`src/rtl/character_ram_arbiter.sv`:
```
// Arbiter for the shared single-port character sprite RAM: two burst readers (A, B), one writer (W).
// Define CHAR_ARB_RR_EN to use a round-robin A/B tie-break; without it, A always wins a tie.
module character_ram_arbiter #(
  parameter int ADDR_W    = 19,
  parameter int DATA_W    = 24,
  parameter int LEN_W     = 8,
  parameter int MEM_DEPTH = 54600
) (
  input  logic              Clk,
  input  logic              Reset,
  input  logic              a_req,
  input  logic [ADDR_W-1:0] a_addr,
  input  logic [LEN_W-1:0]  a_len,
  output logic              a_ack,
  output logic              a_valid,
  output logic [DATA_W-1:0] a_data,
  output logic              a_last,
  input  logic              b_req,
  input  logic [ADDR_W-1:0] b_addr,
  input  logic [LEN_W-1:0]  b_len,
  output logic              b_ack,
  output logic              b_valid,
  output logic [DATA_W-1:0] b_data,
  output logic              b_last,
  input  logic              w_req,
  input  logic [ADDR_W-1:0] w_addr,
  input  logic [DATA_W-1:0] w_data,
  output logic              w_ack,
  output logic              ram_we,
  output logic [ADDR_W-1:0] ram_write_address,
  output logic [ADDR_W-1:0] ram_read_address,
  output logic [DATA_W-1:0] ram_data_In,
  input  logic [DATA_W-1:0] ram_data_Out
);

  localparam logic [1:0] IDLE    = 2'd0;
  localparam logic [1:0] BURST_A = 2'd1;
  localparam logic [1:0] BURST_B = 2'd2;
  localparam logic [1:0] WRITE   = 2'd3;

  localparam logic [ADDR_W-1:0] DEPTH     = ADDR_W'(MEM_DEPTH);
  localparam logic [ADDR_W-1:0] LAST_ADDR = ADDR_W'(MEM_DEPTH - 1);

  logic [1:0]        state;
  logic [LEN_W-1:0]  count;
  logic [DATA_W-1:0] a_data_q;
  logic [DATA_W-1:0] b_data_q;
  logic              grant_w;
  logic              grant_a;
  logic              grant_b;
`ifdef CHAR_ARB_RR_EN
  logic              last_grant_b;
`endif

  function automatic logic [ADDR_W-1:0] reduce_addr(input logic [ADDR_W-1:0] base);
    return (base >= DEPTH) ? base - DEPTH : base;
  endfunction

  function automatic logic [ADDR_W-1:0] next_addr(input logic [ADDR_W-1:0] addr);
    return (addr == LAST_ADDR) ? '0 : addr + ADDR_W'(1);
  endfunction

  // Only meaningful while IDLE: write first, then a lone reader, then the tie-break.
  always_comb begin
    grant_w = w_req;
    grant_a = 1'b0;
    grant_b = 1'b0;
    if (!w_req) begin
      if (a_req && b_req) begin
`ifdef CHAR_ARB_RR_EN
        grant_a = last_grant_b;
        grant_b = !last_grant_b;
`else
        grant_a = 1'b1;
`endif
      end else begin
        grant_a = a_req;
        grant_b = b_req;
      end
    end
  end

  always_ff @(posedge Clk) begin
    if (Reset) begin
      state             <= IDLE;
      count             <= '0;
      a_ack             <= 1'b0;
      a_valid           <= 1'b0;
      a_last            <= 1'b0;
      a_data_q          <= '0;
      b_ack             <= 1'b0;
      b_valid           <= 1'b0;
      b_last            <= 1'b0;
      b_data_q          <= '0;
      w_ack             <= 1'b0;
      ram_we            <= 1'b0;
      ram_write_address <= '0;
      ram_read_address  <= '0;
      ram_data_In       <= '0;
`ifdef CHAR_ARB_RR_EN
      last_grant_b      <= 1'b1;
`endif
    end else begin
      a_ack   <= 1'b0;
      b_ack   <= 1'b0;
      w_ack   <= 1'b0;
      ram_we  <= 1'b0;
      a_valid <= 1'b0;
      a_last  <= 1'b0;
      b_valid <= 1'b0;
      b_last  <= 1'b0;
      if (a_valid) a_data_q <= ram_data_Out;
      if (b_valid) b_data_q <= ram_data_Out;

      case (state)
        IDLE: begin
          if (grant_w) begin
            state             <= WRITE;
            ram_we            <= 1'b1;
            ram_write_address <= w_addr;
            ram_data_In       <= w_data;
            w_ack             <= 1'b1;
          end else if (grant_a) begin
            state            <= BURST_A;
            a_ack            <= 1'b1;
            ram_read_address <= reduce_addr(a_addr);
            count            <= a_len;
`ifdef CHAR_ARB_RR_EN
            last_grant_b     <= 1'b0;
`endif
          end else if (grant_b) begin
            state            <= BURST_B;
            b_ack            <= 1'b1;
            ram_read_address <= reduce_addr(b_addr);
            count            <= b_len;
`ifdef CHAR_ARB_RR_EN
            last_grant_b     <= 1'b1;
`endif
          end
        end
        BURST_A, BURST_B: begin
          // The per-client valid flags double as the owner tag of the word in flight.
          if (state == BURST_A) begin
            a_valid <= 1'b1;
            a_last  <= (count == '0);
          end else begin
            b_valid <= 1'b1;
            b_last  <= (count == '0);
          end
          if (count == '0) begin
            state <= IDLE;
          end else begin
            ram_read_address <= next_addr(ram_read_address);
            count            <= count - LEN_W'(1);
          end
        end
        WRITE:   state <= IDLE;
        default: state <= IDLE;
      endcase
    end
  end

  // The RAM output is already registered; while valid it is forwarded, otherwise the last word is held.
  assign a_data = a_valid ? ram_data_Out : a_data_q;
  assign b_data = b_valid ? ram_data_Out : b_data_q;

endmodule

```
`config.mk`:
```
export PLATFORM = sky130hd
export DESIGN_NAME = character_ram_arbiter
export DESIGN_NICKNAME = d
export VERILOG_FILES = /design/src/rtl/character_ram_arbiter.sv
export SDC_FILE = /design/constraint.sdc
export NUM_CORES = 1
export LEC_CHECK = 0
export ABC_CLOCK_PERIOD_IN_PS = 4000
export CAP_MARGIN = 40
export CELL_PAD_IN_SITES_DETAIL_PLACEMENT = 1
export CELL_PAD_IN_SITES_GLOBAL_PLACEMENT = 2
export CORE_ASPECT_RATIO = 1.1
export CORE_MARGIN = 1
export CORE_UTILIZATION = 25
export DETAILED_ROUTE_END_ITERATION = 10
export PLACE_DENSITY = 0.8
export SLEW_MARGIN = 0
export SYNTH_ARGS = -nofsm -noshare
export SYNTH_HDL_FRONTEND = slang
export SYNTH_SLANG_ARGS = --single-unit
```
`constraint.sdc`:
```
create_clock -name Clk -period 4 [get_ports Clk]
set_input_delay 1.2 -clock Clk [delete_from_list [all_inputs] [get_ports Clk]]
set_output_delay 1.2 -clock Clk [all_outputs]
set_load 0.1 [all_outputs]
```
==> metrics, run 1 <==
PortBufs 243; Core Region 0.02607 mm2; share of the synthesized area in the top cell type 38.42%; grt met2 use 33.93%; Post-Synth Adder-Cell Area 1.513%; Async SR Flop Fraction 0%; total CTS buffers 17; Hold Worst Slack 451.8 ps; Mapped Area 0.006618 mm2; XOR/XNOR Fraction of Synth Area 4.500%; number of synthesized flops with an enable pin 0; Post-CTS Resized 0; clock skew 11.71 ps; vias in the first global route 7371; Hold Path Class reg -> reg; Hold Buf Count CTS 0; Endpoint, Worst Hold ram_write_address[14]$_SDFFE_PP0P_; Post-Layout Cell Count 1456; Die Wd 157.1 um; Reg clk slew, reported paths 60 ps; row count 62; Hold Crit Depth 2; Seq/Total Area, Yosys 38.42%; met3 global-route usage 3.258%; syn_nets 938; Inst Count DP 1424; # Post-CTS Setup Buffers 0; Worst VDD drop 0.0003877 V; gr busiest metal met2; Distinct cells, synth 62; crit path max fanout 8; r2r endpoint ram_read_address[18]$_SDFFE_PP0P_; Worst path slowest cell a2111oi_0; worst slew pin tran 823.8 ps; layout cells sized above 1 22.01%; Initial Util 25.39%; final hold vios 0; Avg Inst Size Synth 8.231 um2; commonest non-fill, non-tap cell in the layout clkdlybuf4s50_1; sum of negative setup slack 0 ps; H-Tree Depth 4; nets@finish 1225; buffer and inverter count on the worst path 1; GRT Total Usage 19.11%; Avg Vias per Cell 4.754; RSZ-0062 raised after global routing no; clk_lat worst skew 410 ps; mux cell area share after synthesis 10.15%; Post-DP HPWL 19490 um; Final Slew Violations 0; synth-to-layout area growth 71.83%; synth warn 0; Yosys reg bits 127; DRC 0; final setup fails 0; GP Congestion 0.8708; cells after synthesis 804; # Max-Cap Violations 0; DRT Pass-1 Iters 4; first-pass GRT wire length 40480 um; Worst Setup End Kind register; HP Start ram_write_address[14]$_SDFFE_PP0P_; largest net degree at the start of global routing 67; area leader, netlist dfxtp_1; num ports 244; Power per Cell Area 747.4 mW/mm2; filler cell count 2984; flop2flop setup slack 1060 ps; initial antenna violation count 0; Reg area 0.002542 mm2; post-route worst setup slack 455.0 ps; main flop type after synthesis dfxtp_1; CTS max path bufs 2; Max-slew headroom 44.75%; ANT nets after route 0; Arrival @ worst endpoint 3810 ps; most frequent cells in the layout clkdlybuf4s50_1, nand2_1, dfxtp_1; CTS sink cnt 127; Max Fclk 282.1 MHz; Final min period 3545 ps; Startpoint Class input port; clk root buf clkbuf_16; outcome finished, final reports clean; routed len/inst 17.50 um; met1 usage 22.77%; CP Class in -> reg; Leak Pwr 4.404 nW; DP Worst Slack 16.86 ps; die height 172.6 um; total grt overflow 0; Multi-input gate area 0.003821 mm2; RR Startpoint state[0]$_SDFFE_PP0P_; Total Routed Length 25480 um; CTS tree done; Die ar. 0.02713 mm2; compound-cell area share of the yosys netlist 17.73%; largest family of logic cells by synthesized area simple AND/OR/NAND/NOR gates; top cells by area, synth dfxtp_1, mux2_2, nand2_1, a21oi_1, nor2b_1; CP Cell Sequence clkdlybuf4s50_1 > or4_1 > nor4_1 > a211oi_1 > a2111oi_0 > xnor2_1 > o22a_1 > o41ai_2; Worst EP required 4270 ps; R2R depth 9; diode count 0; final worst path period share 88.62%; Initial DRC Count 300; CP max stage delay 580 ps; via count 6922; cell family with most CP delay compound AO/OA/AOI/OAI gates; simple-gate share of the synthesized area 23.67%
==> cell usage after synthesis (all sizes together) (2+ instances only) <==
cell type,n
o311ai,2
o21ai,32
or4,4
a2111oi,2
a21o,5
and2,4
o31ai,5
nand4,5
a221oi,4
a22oi,4
nand3,8
and4,2
nand2,136
nand2b,9
o21bai,3
xor2,16
o211ai,3
ha,8
o21a,2
o211a,2
or3,5
a21oi,83
nor2b,52
nor4,12
o22ai,6
a2bb2oi,2
a211oi,14
mux2i,12
a21boi,2
buf,8
mux2,49
nand3b,3
dfxtp,127
a211o,2
o221ai,4
and3,3
clkbuf,44
nor3b,2
nor3,10
nor2,53
inv,17
nor4b,7
a311oi,3
xnor2,18
==> layer usage <==
metal	up-vias	wire length (um)
met3	36	1058
li1	3373	-
met4	0	649
met1	3325	10880
met5	-	0
met2	188	12890
==> layout make-up <==
type | count | area share [%]
Clock buffer | 18 | 3.774
Timing Repair Buffer | 320 | 34.24
Multi-Input combinational cell | 608 | 33.60
Clock inverter | 14 | 1.585
Tap cell | 352 | 3.873
Sequential cell | 127 | 22.36
Inverter | 17 | 0.5612
==> power by group <==
| part | switching (mW) | total [mW] | internal, mW |
|---|---|---|---|
| sequential | 0.220 | 1.74 | 1.52 |
| combinational | 3.39 | 5.15 | 1.76 |
| clock | 0.620 | 1.61 | 0.993 |
| total | 4.23 | 8.50 | 4.27 |
==> registers in the layout (all words and copies together) (netlist names), 2 cells and up <==
| register | flops |
|---|---|
| a_data_q | 24 |
| b_data_q | 24 |
| ram_data_In | 24 |
| ram_read_address | 19 |
| ram_write_address | 19 |
| count | 8 |
| state | 2 |
==> worst max-delay path by stage <==
stage | start | end | slack [ps] | cells past startpoint
2_1_floorplan | a_valid$_SDFF_PP0_ | a_data[0] | 630 | 3
3_3_place_gp | b_addr[4] | ram_read_address[17]$_SDFFE_PP0P_ | 50 | 8
3_5_place_dp | b_addr[4] | ram_read_address[17]$_SDFFE_PP0P_ | 20 | 8
4_1_cts | b_addr[4] | ram_read_address[17]$_SDFFE_PP0P_ | 440 | 8
5_1_grt | b_addr[4] | ram_read_address[10]$_SDFFE_PP0P_ | 300 | 9
6_report | b_addr[4] | ram_read_address[17]$_SDFFE_PP0P_ | 460 | 8
==> worst register-to-register path, stage by stage, from the launching register on <==
cell     delay [ps]
dfxtp_1         390
inv_1            60
ha_1            270
buf_4           320
inv_1           320
mux2_2          400
a21o_1          240
or4_1           520
a21o_1          190
a41oi_1         150
==> cells by family (layout without fill, tap and decap cells) <==
kind of cell | count (synthesis) | count (layout)
xor+xnor | 34 | 34
flops | 127 | 127
compound gates | 185 | 185
mux | 61 | 61
simple gates | 320 | 320
buf+inv | 69 | 369
fa+ha+maj | 8 | 8
==> per-stage QoR <==
stage          utilization, %  area, um2  power, mW
6_report                43.63      11370      8.498
4_1_cts                 43.63      11370      8.597
2_1_floorplan               -       6618      5.045
3_3_place_gp            38.28       9978      6.570
3_5_place_dp            41.29      10760      6.947
5_1_grt                 43.63      11370      8.900
(Power assumes the default switching activity.)
==> run 2: changes to the inputs <==
--- a/config.mk
+++ b/config.mk
@@ -10,7 +10,7 @@
 export CELL_PAD_IN_SITES_DETAIL_PLACEMENT = 1
 export CELL_PAD_IN_SITES_GLOBAL_PLACEMENT = 2
 export CORE_ASPECT_RATIO = 1.1
-export CORE_MARGIN = 1
+export CORE_MARGIN = 8
 export CORE_UTILIZATION = 25
 export DETAILED_ROUTE_END_ITERATION = 10
 export PLACE_DENSITY = 0.8
==> run 2 against run 1 <==
  * Total power shrank 0.20%
  * Design area up 1.2%
  * Sequential power barely moved
  * First-iteration DRC count up 40%
  * Cell count grew 0.41%
  * Combinational power grew 2%
  * Clock skew grew 4.2 ps
  * Largest cell class unchanged
  * Largest power group unchanged
  * Highest routed layer is now met5
==> metrics, run 2 (synthesis gave the netlist of run 1 again) <==
Arrival @ worst endpoint 3920 ps; Die Wd 171.1 um; GP Congestion 0.8603; RSZ-0062 raised after global routing no; R2R depth 6; Worst VDD drop 0.0003721 V; Final Slew Violations 0; Avg Vias per Cell 4.769; DRC 0; # Max-Cap Violations 0; GRT Total Usage 17.01%; CTS tree done; Worst Setup End Kind register; Post-CTS Resized 0; largest registers a_data_q: 24 flops, b_data_q: 24 flops, ram_data_In: 24 flops; commonest non-fill, non-tap cell in the layout clkdlybuf4s50_1; Die ar. 0.03194 mm2; Worst EP required 4320 ps; CP Cell Sequence clkdlybuf4s50_1 > or4_1 > nor4_1 > a211oi_1 > buf_2 > a21boi_0 > xor2_1 > nand2_1 > a311oi_1; total grt overflow 0; Leak Pwr 4.461 nW; num ports 244; final worst path period share 89.99%; Worst path slowest cell or4_1; H-Tree Depth 4; DRT Pass-1 Iters 4; final hold vios 0; clk root buf clkbuf_16; DP Worst Slack -38.52 ps; Max Fclk 277.8 MHz; nets@finish 1231; Hold Buf Count CTS 0; synth-to-layout area growth 73.89%; Total Routed Length 27470 um; routed len/inst 18.79 um; Endpoint, Worst Hold ram_data_In[5]$_SDFFE_PP0P_; via count 6973; ANT nets after route 0; Final min period 3599 ps; vias in the first global route 7469; CTS max path bufs 2; total CTS buffers 17; # Post-CTS Setup Buffers 0; RR Startpoint ram_read_address[7]$_SDFFE_PP0P_; sum of negative setup slack 0 ps; post-route worst setup slack 400.6 ps; initial antenna violation count 1; r2r endpoint ram_read_address[18]$_SDFFE_PP0P_; post-place instance area 0.01094 mm2; Power per Cell Area 737.1 mW/mm2; Hold Path Class reg -> reg; worst slew pin tran 733.0 ps; filler cell count 2942; Inst Count DP 1430; row count 62; Core Region 0.02607 mm2; largest net degree at the start of global routing 57; clk_lat worst skew 420 ps; Reg area 0.002542 mm2; Initial Util 25.39%; final setup fails 0; HP Start ram_data_In[5]$_SDFFE_PP0P_; Startpoint Class input port; Hold Crit Depth 2; flop2flop setup slack 1460 ps; Reg clk slew, reported paths 60 ps; CTS sink cnt 127; Post-Layout Cell Count 1462; crit path max fanout 6; Initial DRC Count 421; Multi-input gate area 0.003829 mm2; outcome finished, final reports clean; PortBufs 243; most frequent cells in the layout clkdlybuf4s50_1, nand2_1, dfxtp_1; clock skew 15.95 ps; Layout Cell Area excl Fill 0.01151 mm2; CP Class in -> reg; Post-DP HPWL 21400 um; first-pass GRT wire length 42770 um; layout cells sized above 1 22.43%; Max-slew headroom 50.95%; die height 186.6 um; diode count 0; CP max stage delay 550 ps
run 2: cell types whose count changed in the layout (fill, tap and decap cells not counted):
cell        before  now
clkinv_4         3    2
buf_12          49   48
buf_4           61   67
buf_16          11   22
clkbuf_8         0    1
buf_2            0    1
buf_8           32   21
a21oi_4          0    1
clkinvlp_4       2    3
bufinv_16        3    1
a21oi_2          1    0
inv_6            5    6
run 2: critical path: cells and delay by family:
| family | cells | cell delay (ps) |
|---|---|---|
| XOR/XNOR | 1 | 310 |
| AND/OR/NAND/NOR | 3 | 1040 |
| AO/OA/AOI/OAI | 3 | 710 |
| buffers and inverters | 2 | 660 |
run 2: report_power, final:
group          switching [mW]  internal, mW  total, mW  leakage [nW]
Sequential              0.219          1.52       1.73          1.04
Clock                   0.618         0.884       1.50         0.272
Combinational            3.44          1.81       5.25          3.15
Total                    4.27          4.21       8.48          4.46
run 2: worst max-delay path by stage:
stage | slack [ps] | from | end
3_5_place_dp | -40 | b_addr[4] | ram_read_address[6]$_SDFFE_PP0P_
3_3_place_gp | -130 | b_addr[4] | ram_read_address[17]$_SDFFE_PP0P_
2_1_floorplan | 630 | a_valid$_SDFF_PP0_ | a_data[0]
5_1_grt | 210 | b_addr[4] | ram_read_address[17]$_SDFFE_PP0P_
6_report | 400 | b_addr[4] | ram_read_address[5]$_SDFFE_PP0P_
4_1_cts | 400 | b_addr[4] | ram_read_address[6]$_SDFFE_PP0P_
run 2: through the flow:
step                      util, %  total power, mW  hold slack [ps]
after detailed placement    41.96            7.048            447.6
after global placement      38.41            6.608            441.5
after global routing        44.15            8.890            477.4
final                       44.15            8.482            451.2
after CTS                   44.15            8.590            456.3
after floorplan                 -            5.045            463.2
run 2: layout make-up:
type                       count  area share (%)
timing repair buffer         326           35.29
tap                          352           3.827
multi-input combinational    608           33.27
sequential                   127           22.09
inverter                      17          0.5545
clock inverter                13           1.109
clock buffer                  19           3.849
run 2: metal layers:
| layer | share of wire (%) | global-route usage [%] | up-vias |
|---|---|---|---|
| met5 | 0.047 | 0 | - |
| met4 | 2.1 | 5.524 | 2 |
| met3 | 5.5 | 3.758 | 33 |
| met2 | 52 | 30.91 | 188 |
| met1 | 41 | 19.17 | 3363 |
| li1 | - | - | 3387 |
==> run 3: changes to the inputs <==
--- a/config.mk
+++ b/config.mk
@@ -14,6 +14,7 @@
 export CORE_UTILIZATION = 25
 export DETAILED_ROUTE_END_ITERATION = 10
 export PLACE_DENSITY = 0.8
+export RECOVER_POWER = 100
 export SLEW_MARGIN = 0
 export SYNTH_ARGS = -nofsm -noshare
 export SYNTH_HDL_FRONTEND = slang
==> run 3 against run 2 <==
  * The flow now finishes with violations (capacitance limit, slew limit)
  * Routed wire length down 0.13%
  * Total power down 2.8%
  * Die area unchanged
  * Design area down 3.3%
  * Fmax down 3.7%
  * First-iteration DRC count down 14%
  * Clock power about the same
  * Critical endpoint is now ram_read_address[16]$_SDFFE_PP0P_
  * Highest routed layer unchanged
==> metrics, run 3 (synthesis gave the netlist of run 1 again) <==
outcome finished with violations; failing checks capacitance limit, slew limit; largest net degree at the start of global routing 57; die height 186.6 um; diode count 0; final worst path period share 93.43%; clock share of power 18.2%; Avg Vias per Cell 4.765; overall power 8.244 mW; total grt overflow 0; Worst VDD drop 0.0003701 V; switching part of the total 51.54%; final setup fails 0; Reg area 0.002542 mm2; PortBufs 243; CP Class in -> reg; initial antenna violation count 2; worst slew pin tran 2346 ps; Die Wd 171.1 um; vias in the first global route 7469; num ports 244; # Post-CTS Setup Buffers 0; filler cell count 2989; Startpoint Class input port; Post-DP HPWL 21400 um; largest registers a_data_q: 24 flops, b_data_q: 24 flops, ram_data_In: 24 flops; ANT nets after route 0; Comb pwr share 60.8%; final hold vios 0; synth-to-layout area growth 68.14%; Post-CTS Resized 0; Final min period 3737 ps; Max Fclk 267.6 MHz; Hold Buf Count CTS 0; Max-slew headroom -56.39%; routed len/inst 18.76 um; Initial DRC Count 362; layout cells sized above 1 12.97%; Sequential Power Share 21.0%; first-pass GRT wire length 42770 um; Hold Path Class reg -> reg; crit path max fanout 8; CTS max path bufs 2; total net switching power 4.249 mW; Hold Worst Slack 448.1 ps; clk_lat worst skew 420 ps; clk root buf clkbuf_16; Total Routed Length 27430 um; via count 6966; Reg clk slew, reported paths 60 ps; DRT Pass-1 Iters 4; total CTS buffers 17; Pint 3.995 mW; Worst EP required 4300 ps; Multi-input gate area 0.003821 mm2; CTS sink cnt 127; Power per Cell Area 740.9 mW/mm2; CTS tree done; DRC 0; GRT Total Usage 17.01%; Initial Util 25.39%; sum of negative setup slack 0 ps; Die ar. 0.03194 mm2; GP Congestion 0.8603; Arrival @ worst endpoint 4030 ps; commonest non-fill, non-tap cell in the layout clkdlybuf4s50_1; Final Slew Violations 52; most frequent cells in the layout clkdlybuf4s50_1, nand2_1, dfxtp_1; Leak Pwr 4.302 nW; Worst Setup End Kind register; clock skew 15.51 ps; nets@finish 1231; H-Tree Depth 4; RSZ-0062 raised after global routing no; Core Region 0.02607 mm2; row count 62; # Max-Cap Violations 1
==> run 3: cell count changes in the layout (fill, tap and decap cells not counted), sizes merged <==
cell and change:
clkbuf +59, clkdlybuf4s50 -26, buf -59, dlygate4sd3 +26
==> run 3: layout make-up <==
class | instances | share of cell area [%]
timing repair buffer | 326 | 33.15
clock inverter | 13 | 1.147
tap | 352 | 3.958
sequential | 127 | 22.85
multi-input combinational | 608 | 34.34
inverter | 17 | 0.5735
clock buffer | 19 | 3.981
==> run 3: power groups by stage <==
| stage | logic, mW | registers, mW | clock network (mW) |
|---|---|---|---|
| 2_1_floorplan | 2.28 | 2.77 | 0 |
| 3_3_place_gp | 4.86 | 1.75 | 0 |
| 3_5_place_dp | 5.29 | 1.76 | 0 |
| 4_1_cts | 5.30 | 1.73 | 1.55 |
| 5_1_grt | 5.28 | 1.77 | 1.61 |
| 6_report | 5.01 | 1.73 | 1.50 |
==> run 3: per-stage QoR <==
stage	std cells	setup WS, ps	instance area, um2	util [%]
floorplan	804	632.6	6618	-
global placement	1386	-127.7	10010	38.41
detailed placement	1430	-38.52	10940	41.96
CTS	1462	403.1	11510	44.15
global route	1462	121.3	11130	42.69
finish	1462	262.6	11130	42.69
==> run 3: worst paths after layout <==
kind	slack, ps	endpoint	from	cells past startpoint
setup / recovery	260	ram_read_address[16]$_SDFFE_PP0P_	b_addr[3]	11
hold / removal	450	ram_data_In[5]$_SDFFE_PP0P_	ram_data_In[5]$_SDFFE_PP0P_	2
setup reg to reg	1460	ram_read_address[18]$_SDFFE_PP0P_	ram_read_address[0]$_SDFFE_PP0P_	7
hold reg to reg	450	ram_data_In[5]$_SDFFE_PP0P_	ram_data_In[5]$_SDFFE_PP0P_	2
==> run 3: worst max-delay path, cell delays in order <==
cell and delay (ps):
dlygate4sd3_1 600, inv_1 100, ha_1 230, nor2b_1 150, o21ai_0 370, nand2_1 220, clkbuf_1 230, a211oi_1 290
xor2_1 290, nand2_1 100, a311oi_1 260
==> run 3: routing by layer <==
layer	vias up	track usage [%]	wire length, um
li1	3387	-	-
met1	3364	19.17	11260
met2	178	30.91	14170
met3	33	3.758	1386
met4	4	5.524	592
met5	-	0	26
